--- src/rtl/neuron_wxor_if.sv ---
// Signal bundle between the pulse front-end and one signed-accumulate neuron.
interface neuron_wxor_if #(
  parameter int DATA_W = 8
);
  logic              tac_in;
  logic              sign_x;
  logic              sign_w;
  logic [DATA_W-1:0] win;
  logic [DATA_W-1:0] bias;
  logic [DATA_W-1:0] dout;

  modport master (
    output tac_in, sign_x, sign_w, win, bias,
    input  dout
  );

  modport slave (
    input  tac_in, sign_x, sign_w, win, bias,
    output dout
  );
endinterface

--- src/rtl/neuron_wxor.sv ---
// Signed-accumulate neuron: adds or subtracts the weight magnitude on each
// input pulse (direction = sign_x ^ sign_w), keeps a saturating signed
// accumulator, and registers ReLU(acc + bias) clamped to DATA_W bits.
module neuron_wxor #(
  parameter int DATA_W = 8,
  parameter int ACC_W  = 16
) (
  input  logic          clk,
  input  logic          rst,
  neuron_wxor_if.slave  bus
);

  localparam logic [ACC_W-1:0] ACC_MAX = {1'b0, {(ACC_W-1){1'b1}}};
  localparam logic [ACC_W-1:0] ACC_MIN = {1'b1, {(ACC_W-1){1'b0}}};

  logic [ACC_W-1:0]  acc;
  logic [ACC_W-1:0]  acc_next;
  logic [ACC_W:0]    step_ext;
  logic [ACC_W:0]    acc_sum;
  logic [ACC_W:0]    out_sum;
  logic [DATA_W-1:0] dout_q;
  logic [DATA_W-1:0] dout_next;
  logic              neg;

  // Step, saturating accumulate, and output stage computed from acc_next.
  // All sums are one bit wider than the accumulator so the sign survives.
  always_comb begin
    neg      = bus.sign_x ^ bus.sign_w;
    step_ext = {{(ACC_W+1-DATA_W){1'b0}}, bus.win};
    if (neg) begin
      step_ext = ~step_ext + 1'b1;
    end
    acc_sum = {acc[ACC_W-1], acc} + step_ext;

    acc_next = acc;
    if (bus.tac_in) begin
      // Top two bits disagree only when the result left the ACC_W range.
      if (acc_sum[ACC_W] != acc_sum[ACC_W-1]) begin
        acc_next = acc_sum[ACC_W] ? ACC_MIN : ACC_MAX;
      end else begin
        acc_next = acc_sum[ACC_W-1:0];
      end
    end

    out_sum = {acc_next[ACC_W-1], acc_next} + {{(ACC_W+1-DATA_W){1'b0}}, bus.bias};

    if (out_sum[ACC_W]) begin
      dout_next = '0;
    end else if (|out_sum[ACC_W-1:DATA_W]) begin
      dout_next = '1;
    end else begin
      dout_next = out_sum[DATA_W-1:0];
    end
  end

  // State registers; reset wins over an accumulate pulse in the same cycle.
  always_ff @(posedge clk) begin
    if (!rst) begin
      acc    <= '0;
      dout_q <= '0;
    end else begin
      acc    <= acc_next;
      dout_q <= dout_next;
    end
  end

  assign bus.dout = dout_q;

endmodule

--- src/flat_wrapper.sv ---
// flat-port wrapper written by rule: the top's interface ports become plain ports
module neuron_wxor_flat 
#(
  parameter int DATA_W = 8,
  parameter int ACC_W  = 16
)
  (clk, rst, bus_tac_in, bus_sign_x, bus_sign_w, bus_win, bus_bias, bus_dout);
  neuron_wxor_if #(.DATA_W(DATA_W)) bus_i ();
  input  logic clk;
  input  logic rst;
  input wire logic [$bits(bus_i.tac_in)-1:0] bus_tac_in;
  input wire logic [$bits(bus_i.sign_x)-1:0] bus_sign_x;
  input wire logic [$bits(bus_i.sign_w)-1:0] bus_sign_w;
  input wire logic [$bits(bus_i.win)-1:0] bus_win;
  input wire logic [$bits(bus_i.bias)-1:0] bus_bias;
  output wire logic [$bits(bus_i.dout)-1:0] bus_dout;
  assign bus_i.tac_in = bus_tac_in;
  assign bus_i.sign_x = bus_sign_x;
  assign bus_i.sign_w = bus_sign_w;
  assign bus_i.win = bus_win;
  assign bus_i.bias = bus_bias;
  assign bus_dout = bus_i.dout;
  neuron_wxor #(.DATA_W(DATA_W), .ACC_W(ACC_W)) u_core (.clk(clk), .rst(rst), .bus(bus_i));
endmodule
--- config.mk ---
export PLATFORM = sky130hd
export DESIGN_NAME = neuron_wxor_flat
export DESIGN_NICKNAME = d
export VERILOG_FILES = /design/src/rtl/neuron_wxor_if.sv /design/src/rtl/neuron_wxor.sv /design/src/flat_wrapper.sv
export SDC_FILE = /design/constraint.sdc
export NUM_CORES = 1
export LEC_CHECK = 0
export CORE_ASPECT_RATIO = 0.6
export CORE_UTILIZATION = 62
export CTS_CLUSTER_DIAMETER = 40
export CTS_CLUSTER_SIZE = 28
export DETAILED_ROUTE_END_ITERATION = 12
export GPL_TIMING_DRIVEN = 0
export MAX_ROUTING_LAYER = met4
export PLACE_DENSITY = 0.87
export SLEW_MARGIN = 20
export SYNTH_ARGS = -nofsm -noshare
export SYNTH_HDL_FRONTEND = slang
export SYNTH_SLANG_ARGS = --single-unit
--- constraint.sdc ---
create_clock -name clk -period 18 [get_ports clk]
set_clock_uncertainty 0.2 [all_clocks]
set_input_delay 3.6 -clock clk [delete_from_list [all_inputs] [get_ports clk]]
set_output_delay 3.6 -clock clk [all_outputs]
set_load 0.1 [all_outputs]
==> results of run 1 <==
## worst min path at each step
stage	slack, ps	endpoint
3_5_place_dp	380	u_core.acc[14]$_SDFF_PN0_
2_1_floorplan	320	u_core.acc[14]$_SDFF_PN0_
3_3_place_gp	370	u_core.acc[14]$_SDFF_PN0_
6_report	410	u_core.acc[14]$_SDFF_PN0_
4_1_cts	400	u_core.acc[14]$_SDFF_PN0_
5_1_grt	430	u_core.acc[14]$_SDFF_PN0_
## cell usage after synthesis (2+ instances only)
| cell type | number |
|---|---|
| nand3b_1 | 3 |
| mux2_2 | 3 |
| and4_1 | 2 |
| nand4_1 | 4 |
| nor2b_1 | 2 |
| nand2_1 | 12 |
| o21a_1 | 4 |
| a31o_1 | 2 |
| and3_1 | 5 |
| a221oi_1 | 2 |
| clkbuf_1 | 8 |
| mux2i_1 | 2 |
| a21o_1 | 9 |
| o21ai_0 | 12 |
| o22ai_1 | 2 |
| xnor2_1 | 12 |
| nor3_1 | 4 |
| nor3b_1 | 2 |
| or2_2 | 3 |
| o2111ai_1 | 2 |
| a31oi_1 | 5 |
| a32oi_1 | 3 |
| and2_1 | 8 |
| o21ai_1 | 2 |
| fa_1 | 2 |
| buf_2 | 2 |
| nand2b_1 | 3 |
| inv_1 | 16 |
| o211ai_1 | 6 |
| a211oi_1 | 5 |
| nor2_1 | 27 |
| ha_1 | 27 |
| a21oi_1 | 45 |
| xor2_1 | 11 |
| a41oi_1 | 3 |
| a211o_1 | 2 |
| dfxtp_1 | 24 |
| a2111oi_0 | 2 |
| nand3_1 | 6 |
## state kept, by name, indices dropped and copies added, names as in the netlist
signal,count
u_core.bus.dout,8
u_core.acc,16
## stage by stage
step | setup slack (ps) | instance area (um^2) | utilization
after floorplan | 8430 | 2520 | -
after global placement | 6940 | 2850 | 0.754
after detailed placement | 6740 | 2850 | 0.754
after CTS | 7000 | 2910 | 0.768
after global routing | 6180 | 2910 | 0.768
final | 6760 | 2910 | 0.768
## cell families (layout without fill, tap and decap cells)
logic type / count (synthesis) / count (layout)
AOI/OAI and AO/OA: 119 / 119
xor gates and xnor gates: 23 / 23
adders and majority gates: 29 / 29
buffers and inverters: 27 / 58
DFF: 24 / 24
muxes: 5 / 5
and+or+nand+nor: 91 / 91
## tightest hold or removal path, cell delays in order, from the launching register on
cell and delay [ps]:
dfxtp_1 380, a221oi_1 120, nor2_1 80
## cell type report
type / count / area [um^2] / area share
Buffer: 11 / 51.3 / 0.0176
Clock buffer: 4 / 55.1 / 0.0189
Inverter: 16 / 60.1 / 0.0206
Tap cell: 47 / 58.8 / 0.0202
Multi-Input combinational cell: 267 / 1930 / 0.665
Sequential cell: 24 / 480 / 0.165
Timing Repair Buffer: 27 / 270 / 0.0929
## routing by layer
| metal | vias to the layer above | share of wire | routed length, um | GRT usage |
|---|---|---|---|---|
| met2 | 126 | 0.42 | 2790 | 0.499 |
| met5 | - | 0 | 0 | - |
| met3 | 19 | 0.11 | 723 | 0.0775 |
| li1 | 1266 | - | - | - |
| met1 | 1197 | 0.46 | 3020 | 0.442 |
| met4 | 0 | 0.014 | 92 | 0.0565 |
==> impl_results.md, run 1 <==
- Crit path capture type: register
- WL per Instance: 16.7 um
- Post-synth cell types: 63
- Compound-cell area share of the yosys netlist: 0.319
- Die Y: 51.4 um
- Hpwl dp: 5300 um
- Core Region: roughly 3800 um^2
- Cell Area, Synth: 2520 um^2
- RSZ-0062 raised after global routing: false
- DRC violations left: 3
- Fin nets: 400
- FF-to-FF path depth: 25
- Maximum clock rate: 89.0 MHz
- Commonest non-fill, non-tap cell in the layout: a21oi_1
- Post-Synth Adder-Cell Area: 0.150
- Seq/Total Area, Yosys: 0.190
- Die X: 84.4 um
- Tmin final: 11240 ps
- CTS sink count: 24
- Synth Area in XOR/XNOR: 0.0798
- Critical Path Stages: 30
- Top cell type's share of synthesized area: 0.190
- Commonest non-fill, non-tap cells in the layout: 45 x a21oi_1, 27 x nor2_1, 27 x ha_1, 27 x clkdlybuf4s50_1, 24 x dfxtp_1
- Post-route ant nets: 0
- Flops & latches, synth: 24
- IO Pins: 29
- Slew Viols, Final: 0
- Post-route insts no fill: roughly 400
- Critical path capture point: u_core.bus.dout[1]$_SDFF_PP0_
- HP Class: reg -> reg
- Slew margin rel.: 0.320
- Row cnt: 17
- Startpoint types: input pin
- Hold_ws: 415 ps
- Mux cell area share after synthesis: 0.0213
- Max stage delay on crit path: 710 ps
- Crit. Startpoint: bus_sign_w
- CTS Buf Count: 3
- Number of flops mapped to enable cells by yosys: 0
- Vias in the first global route: 2247
- Number of max-cap violations: 0
- Crit path top cell by count: a21oi_1
- Initial antenna violation count: 0
- Pin count of the biggest net entering global routing: 14
- CTS Root Cell: clkbuf_8
- Slew @ Worst Pin: 1020 ps
- RR Endpoint: u_core.bus.dout[1]$_SDFF_PP0_
- Synth async-reset ratio: 0
- Setup violations, final: 0
- Filler Cell Count: between 300 and 400
- CTS tree: done
- Port Buffers: 27
- DR vias: approximately 2.6k
- Post-CTS sizing: 0
- H-tree level count: 1
- Worst EP required: 17930 ps
- Total gr overflow: 0
- CTS max path bufs: 2
- R2r startpoint: u_core.acc[0]$_SDFF_PN0_
- Syn Nets: between 300 and 400
- Clock-pin slew on the worst setup and hold paths: 90 ps
- Setup Crit Path Kind: in -> reg
- Clk_lat worst skew: between 200 and 300 ps
- ANT cells: 0
- Final Wtd Congestion: approximately 0.97
- Synth area leader: dfxtp_1
- Main combinational cell family by area after synthesis: compound AO/OA/AOI/OAI gates
- Layout area overhead: 15.2%
- Final setup TNS: 0 ps
- Post-Place Cells: 392
- First-pass GRT wire length: approximately 11000 um
- Status: finished, violations left
- Hold path start: u_core.acc[14]$_SDFF_PN0_
- Final period util: 0.624
- Max stage delay cell, worst path: o21ai_0
- Hold path cells: 2
- Die ar.: 4340 um^2
- Family with the most delay on the worst path: compound AO/OA/AOI/OAI gates
- Simple-gate share of the synthesized area: 0.196
- Yosys warns: 0
- DR vias/cell: 6.59
- GR Util All Layers: 0.324
- Crit path buf inv count: 5
- DR pass1 iterations: 9
- Syn Area/Cell: between 7 and 8 um^2
- Primary FF master, synth: dfxtp_1
- CP Max Fanout: 10
- Hold buffer count at cts: 0
- Worst endpoint data arrival time: 11170 ps
- Total wire length: 6630 um
- Reg-to-reg slack, setup: 11240 ps
- Failing checks: design-rule violations
- Final hold violation count: 0
- Postcts setup bufs: 0
- Gate Count Post-Synth: 318
- Share of post-route cells with drive strength above 1: 0.0659
- Area contributors post-synth: dfxtp_1 19%, ha_1 13%, a21oi_1 8.9%, xnor2_1 4.2%, nor2_1 4.0%
- Starting Density: 0.667
- First DRT Iteration DRCs: 216
Power of run 1 is left out: the tool's default activity adds up to more than one toggle a clock period on the data nets, which glitch-free logic cannot reach.
==> run 2, diff against run 1 <==
- CORE_UTILIZATION: 62 -> 57
- PLACE_DENSITY: 0.87 -> 0.81
- clock period: 18 -> 11.2 ns (I/O delays scaled with it)
==> run 2 against run 1 <==
  * Routed wire length decreased by 0.80%
  * Via count decreased by 3.0%
  * First-iteration DRC count shrank 3.7%
  * Global-route usage down 1.4 points
  * The flow now finishes without violations
  * Utilization shrank 7.0 points
  * Sequential cell count unchanged
  * Worst setup slack worse by 5500 ps
  * Sequential share of layout area hardly changed
==> impl_results.md, run 2 (synthesis gave the netlist of run 1 again) <==
- Status: completed (was finished, violations left)
- FF-to-FF path depth: 25 (unchanged)
- Final hold violation count: 0 (unchanged)
- Hold path start: u_core.acc[14]$_SDFF_PN0_ (unchanged)
- Sequential Area: 480 um^2 (unchanged)
- Startpoint types: input pin (unchanged)
- Postcts setup bufs: 0 (unchanged)
- Total wire length: 6570 um (was 6630 um)
- R2r startpoint: u_core.acc[4]$_SDFF_PN0_ (was u_core.acc[0]$_SDFF_PN0_)
- CP Max Fanout: 10 (unchanged)
- Hpwl dp: 5400 um (was 5300 um)
- Share of post-route cells with drive strength above 1: 0.0632 (was 0.0659)
- Clock-pin slew on the worst setup and hold paths: 90 ps (about the same)
- Row cnt: 18 (was 17)
- Hold buffer count at cts: 0 (unchanged)
- Hold Path End: u_core.acc[14]$_SDFF_PN0_ (unchanged)
- Die Y: 53.6 um (was 51.4 um)
- Slew Viols, Final: 0 (unchanged)
- Post-route insts no fill: 408 (was 396)
- DR pass1 iterations: 5 (was 9)
- Pin count of the biggest net entering global routing: 13 (was 14)
- Die ar.: 4710 um^2 (was 4340 um^2)
- Setup Crit Path Kind: in -> reg (unchanged)
- Filler Cell Count: 363 (was 320)
- First DRT Iteration DRCs: 208 (was 216)
- Crit path buf inv count: 5 (unchanged)
- Worst EP required: 11120 ps (was 17930 ps)
- IO Pins: 29 (unchanged)
- Total gr overflow: 0 (unchanged)
- Clk_lat worst skew: 270 ps (about the same)
- CTS Root Cell: clkbuf_8 (unchanged)
- Commonest non-fill, non-tap cell in the layout: a21oi_1 (unchanged)
- Worst endpoint data arrival time: 9850 ps (was 11170 ps)
- GR Util All Layers: 0.311 (was 0.324)
- RR Endpoint: u_core.bus.dout[1]$_SDFF_PP0_ (unchanged)
- Slew margin rel.: 0.340 (was 0.320)
- H-tree level count: 1 (unchanged)
- Hold path cells: 2 (unchanged)
- Largest reg by FF count: u_core.acc (unchanged)
- ANT cells: 0 (unchanged)
- Post-route ant nets: 0 (unchanged)
- Fin nets: 400 (unchanged)
- Starting Density: 0.606 (was 0.667)
- Hold_ws: 426 ps (was 415 ps)
- Vias in the first global route: 2267 (was 2247)
- CTS tree: done (unchanged)
- Tmin final: ~9900 ps
- Maximum clock rate: 101 MHz
- DR vias/cell: 6.20 (was 6.59)
- CTS Buf Count: 3 (unchanged)
- Setup violations, final: 0 (unchanged)
- Family with the most delay on the worst path: compound AO/OA/AOI/OAI gates (unchanged)
- DR vias: 2529 (was 2608)
- Layout area overhead: 15.3% (was 15.2%)
- RSZ-0062 raised after global routing: false (unchanged)
- Final period util: 0.887
- Die X: 87.9 um (was 84.4 um)
- Slew @ Worst Pin: 987 ps (was 1020 ps)
- CTS max path bufs: 2 (unchanged)
- Reg-to-reg slack, setup: 4380 ps (was 11240 ps)
- Core Region: 4170 um^2 (was 3790 um^2)
- Post-CTS sizing: 0 (unchanged)
- DRC violations left: 0 (was 3)
- HP Class: reg -> reg (unchanged)
- Final setup TNS: 0 ps (unchanged)
- Max reg flops: 16 (unchanged)
- Initial antenna violation count: 0 (unchanged)
- First-pass GRT wire length: 10700 um (was 10600 um)
- Max stage delay cell, worst path: o21ai_0 (unchanged)
- CTS sink count: 24 (unchanged)
- Final Util: 0.699 (was 0.768)
- Number of max-cap violations: 0 (unchanged)
- Crit path top cell by count: a21oi_1 (unchanged)
- Post-Place Cells: 405 (was 392)
- Crit path capture type: register (unchanged)
- Final Wtd Congestion: 0.925 (was 0.971)
- Area of the multi-input gates: 1930 um^2 (unchanged)
- Port Buffers: 27 (unchanged)
- Max stage delay on crit path: 740 ps (was 710 ps)
- WL per Instance: 16.1 um (was 16.7 um)
- Commonest non-fill, non-tap cells in the layout: 45 x a21oi_1, 27 x nor2_1, 27 x ha_1, 27 x clkdlybuf4s50_1, 24 x dfxtp_1 (unchanged)
-- run 2: cell types whose count changed in the layout (fill, tap and decap cells not counted), sizes merged --
cell / delta
clkbuf: -1
-- run 2: how the worst max path moves through the flow --
| stage | startpoint | to | slack (ps) | depth (start not counted) |
|---|---|---|---|---|
| final | bus_sign_w | u_core.bus.dout[1]$_SDFF_PP0_ | 1270 | 30 |
| after global routing | bus_sign_w | u_core.bus.dout[1]$_SDFF_PP0_ | 660 | 30 |
| after CTS | bus_sign_w | u_core.bus.dout[1]$_SDFF_PP0_ | 1450 | 30 |
| after detailed placement | bus_sign_w | u_core.bus.dout[1]$_SDFF_PP0_ | 1200 | 30 |
| after global placement | bus_sign_w | u_core.bus.dout[0]$_SDFF_PP0_ | 1450 | 30 |
| after floorplan | bus_win[3] | u_core.bus.dout[0]$_SDFF_PP0_ | 2990 | 29 |
-- run 2: final cells by class --
class                   instances  share of cell area
inverters                      16              0.0206
flip-flops and latches         24               0.165
repair buffers                 27              0.0928
plain buffers                  11              0.0176
well taps                      60              0.0258
clock buffers                   3              0.0142
multi-input cells             267               0.664
-- run 2: per-stage QoR --
step	worst slack [ps]	cell area, um^2
5_1_grt	658	2910
3_5_place_dp	1200	2870
6_report	1270	2910
3_3_place_gp	1450	2870
4_1_cts	1450	2910
2_1_floorplan	2990	2520
-- run 2: worst min-delay path: cells and delay by family, from the launching register on --
family          cells  cell delay [ps]
compound gates      1              120
flops               1              370
simple gates        1              100
-- run 2: metal layers --
layer  global-route usage  share of wire
met3               0.0460          0.066
met4               0.0601          0.010
met2                0.470           0.42
met5                    -              0
met1                0.441           0.50
Power of run 2 is left out for the same reason.
==> run 3, diff against run 2 <==
- ABC_CLOCK_PERIOD_IN_PS: default -> 11200
- RECOVER_POWER: default -> 50
- SLEW_MARGIN: 20 -> default
==> run 3 against run 2 <==
  * Routed wire length is essentially flat
  * Maximum frequency shrank 2.1%
  * Global-route usage stayed put
  * Sequential share of layout area increased by 0.064 points
  * Critical path depth is the same
  * Count of clock-buffer cells in the layout unchanged
  * Cell count unchanged
==> impl_results.md, run 3 (synthesis gave the netlist of run 1 again) <==
- Status: completed (unchanged)
- Clock-pin slew on the worst setup and hold paths: 80 ps (was 90 ps)
- Vias in the first global route: 2267 (unchanged)
- DR vias/cell: 6.25 (was 6.20)
- GR Util All Layers: 0.311 (unchanged)
- Layer with the highest usage: met2 (unchanged)
- Largest reg by FF count: u_core.acc (unchanged)
- Slew margin rel.: 0.333 (was 0.340)
- Slew Viols, Final: 0 (unchanged)
- IO Pins: 29 (unchanged)
- CTS tree: done (unchanged)
- Met1 Resource Use GR: 0.441 (unchanged)
- Total wire length: 6570 um (about the same)
- Commonest non-fill, non-tap cell in the layout: a21oi_1 (unchanged)
- DR vias: 2548 (was 2529)
- Final Wtd Congestion: 0.925 (unchanged)
- Crit. Startpoint: bus_sign_w (unchanged)
- First-pass GRT wire length: 10700 um (unchanged)
- First DRT Iteration DRCs: 184 (was 208)
- Die Y: 53.6 um (unchanged)
- Worst endpoint data arrival time: 10060 ps (was 9850 ps)
- R2r startpoint: u_core.acc[4]$_SDFF_PN0_ (unchanged)
- CTS max path bufs: 2 (unchanged)
- DR pass1 iterations: 5 (unchanged)
- Max stage delay on crit path: 780 ps (was 740 ps)
- WL per Instance: 16.1 um (about the same)
- Reg-to-reg slack, setup: 4310 ps (was 4380 ps)
- Slew @ Worst Pin: 997 ps (was 987 ps)
- RSZ-0062 raised after global routing: false (unchanged)
- ANT cells: 0 (unchanged)
- Startpoint types: input pin (unchanged)
- Max reg flops: 16 (unchanged)
- Worst EP required: 11120 ps (about the same)
- Final period util: 0.905 (was 0.887)
- Final hold violation count: 0 (unchanged)
- Setup violations, final: 0 (unchanged)
- Setup Crit Path Kind: in -> reg (unchanged)
- Die X: 87.9 um (unchanged)
- H-tree level count: 1 (unchanged)
- HP Class: reg -> reg (unchanged)
- Port Buffers: 27 (unchanged)
- Clk_lat worst skew: 270 ps (about the same)
- Grt met3 use: 0.0460 (unchanged)
- Hold path start: u_core.acc[14]$_SDFF_PN0_ (unchanged)
- Share of post-route cells with drive strength above 1: 0.0546 (was 0.0632)
- CTS Buf Count: 3 (unchanged)
- Starting Density: 0.606 (unchanged)
- Max stage delay cell, worst path: o21ai_0 (unchanged)
- Hold buffer count at cts: 0 (unchanged)
- Core Region: 4170 um^2 (unchanged)
- Maximum clock rate: 98.6 MHz (was 101 MHz)
- Fin nets: 400 (unchanged)
- CTS Root Cell: clkbuf_8 (unchanged)
- Tmin final: 10140 ps (was 9930 ps)
- Number of max-cap violations: 0 (unchanged)
- Layout area overhead: 14.9% (was 15.3%)
- Post-CTS sizing: 0 (unchanged)
- CP Max Fanout: 10 (unchanged)
- Hpwl dp: 5400 um (unchanged)
- GR Layer Usage met2: 0.470 (unchanged)
- CTS sink count: 24 (unchanged)
- Post-route ant nets: 0 (unchanged)
- Initial antenna violation count: 0 (unchanged)
- DRC violations left: 0 (unchanged)
- Crit path capture type: register (unchanged)
- Total gr overflow: 0 (unchanged)
- Crit path top cell by count: a21oi_1 (unchanged)
- Pin count of the biggest net entering global routing: 13 (unchanged)
- Postcts setup bufs: 0 (unchanged)
- Commonest non-fill, non-tap cells in the layout: 45 x a21oi_1, 27 x nor2_1, 27 x ha_1 (was 45 x a21oi_1, 27 x nor2_1, 27 x ha_1, 27 x clkdlybuf4s50_1, 24 x dfxtp_1)
- Row cnt: 18 (unchanged)
- Final setup TNS: 0 ps (unchanged)
- Die ar.: 4710 um^2 (unchanged)
==> run 3: final cells by class <==
class	count	area, um^2
multi-input cells	267	1920
fillers	364	1270
flip-flops and latches	24	480
repair buffers	27	270
well taps	60	75.1
inverters	16	60.1
plain buffers	11	51.3
clock buffers	3	41.3
==> run 3: per-layer routing <==
metal | share of wire | routed length [um]
met1 | 0.49 | 3240
met2 | 0.42 | 2750
met3 | 0.078 | 514
met4 | 0.011 | 69
met5 | 0 | 0
==> run 3: critical path, delay by kind of cell <==
kind	cells	cell delay, ps
adder cells (fa/ha/maj)	4	1340
multiplexers	1	150
AO/OA/AOI/OAI	12	3130
XOR/XNOR	3	840
buffers and inverters	5	1290
AND/OR/NAND/NOR	5	1060
==> run 3: worst paths after layout <==
path / to / depth (start not counted)
max: u_core.bus.dout[1]$_SDFF_PP0_ / 30
min: u_core.acc[14]$_SDFF_PN0_ / 2
max reg2reg: u_core.bus.dout[1]$_SDFF_PP0_ / 25
min reg2reg: u_core.acc[14]$_SDFF_PN0_ / 2
==> run 3: metrics by stage <==
| stage | instances | hold WS (ps) | setup slack (ps) | util | area [um^2] |
|---|---|---|---|---|---|
| final | 408 | 431 | 1060 | 0.696 | 2900 |
| after CTS | 408 | 414 | 1450 | 0.699 | 2910 |
| after detailed placement | 405 | 395 | 1200 | 0.689 | 2870 |
| after global routing | 408 | 473 | 454 | 0.696 | 2900 |
| after floorplan | 318 | 325 | 2990 | - | 2520 |
| after global placement | 405 | 378 | 1450 | 0.689 | 2870 |
Power of run 3 is left out for the same reason.
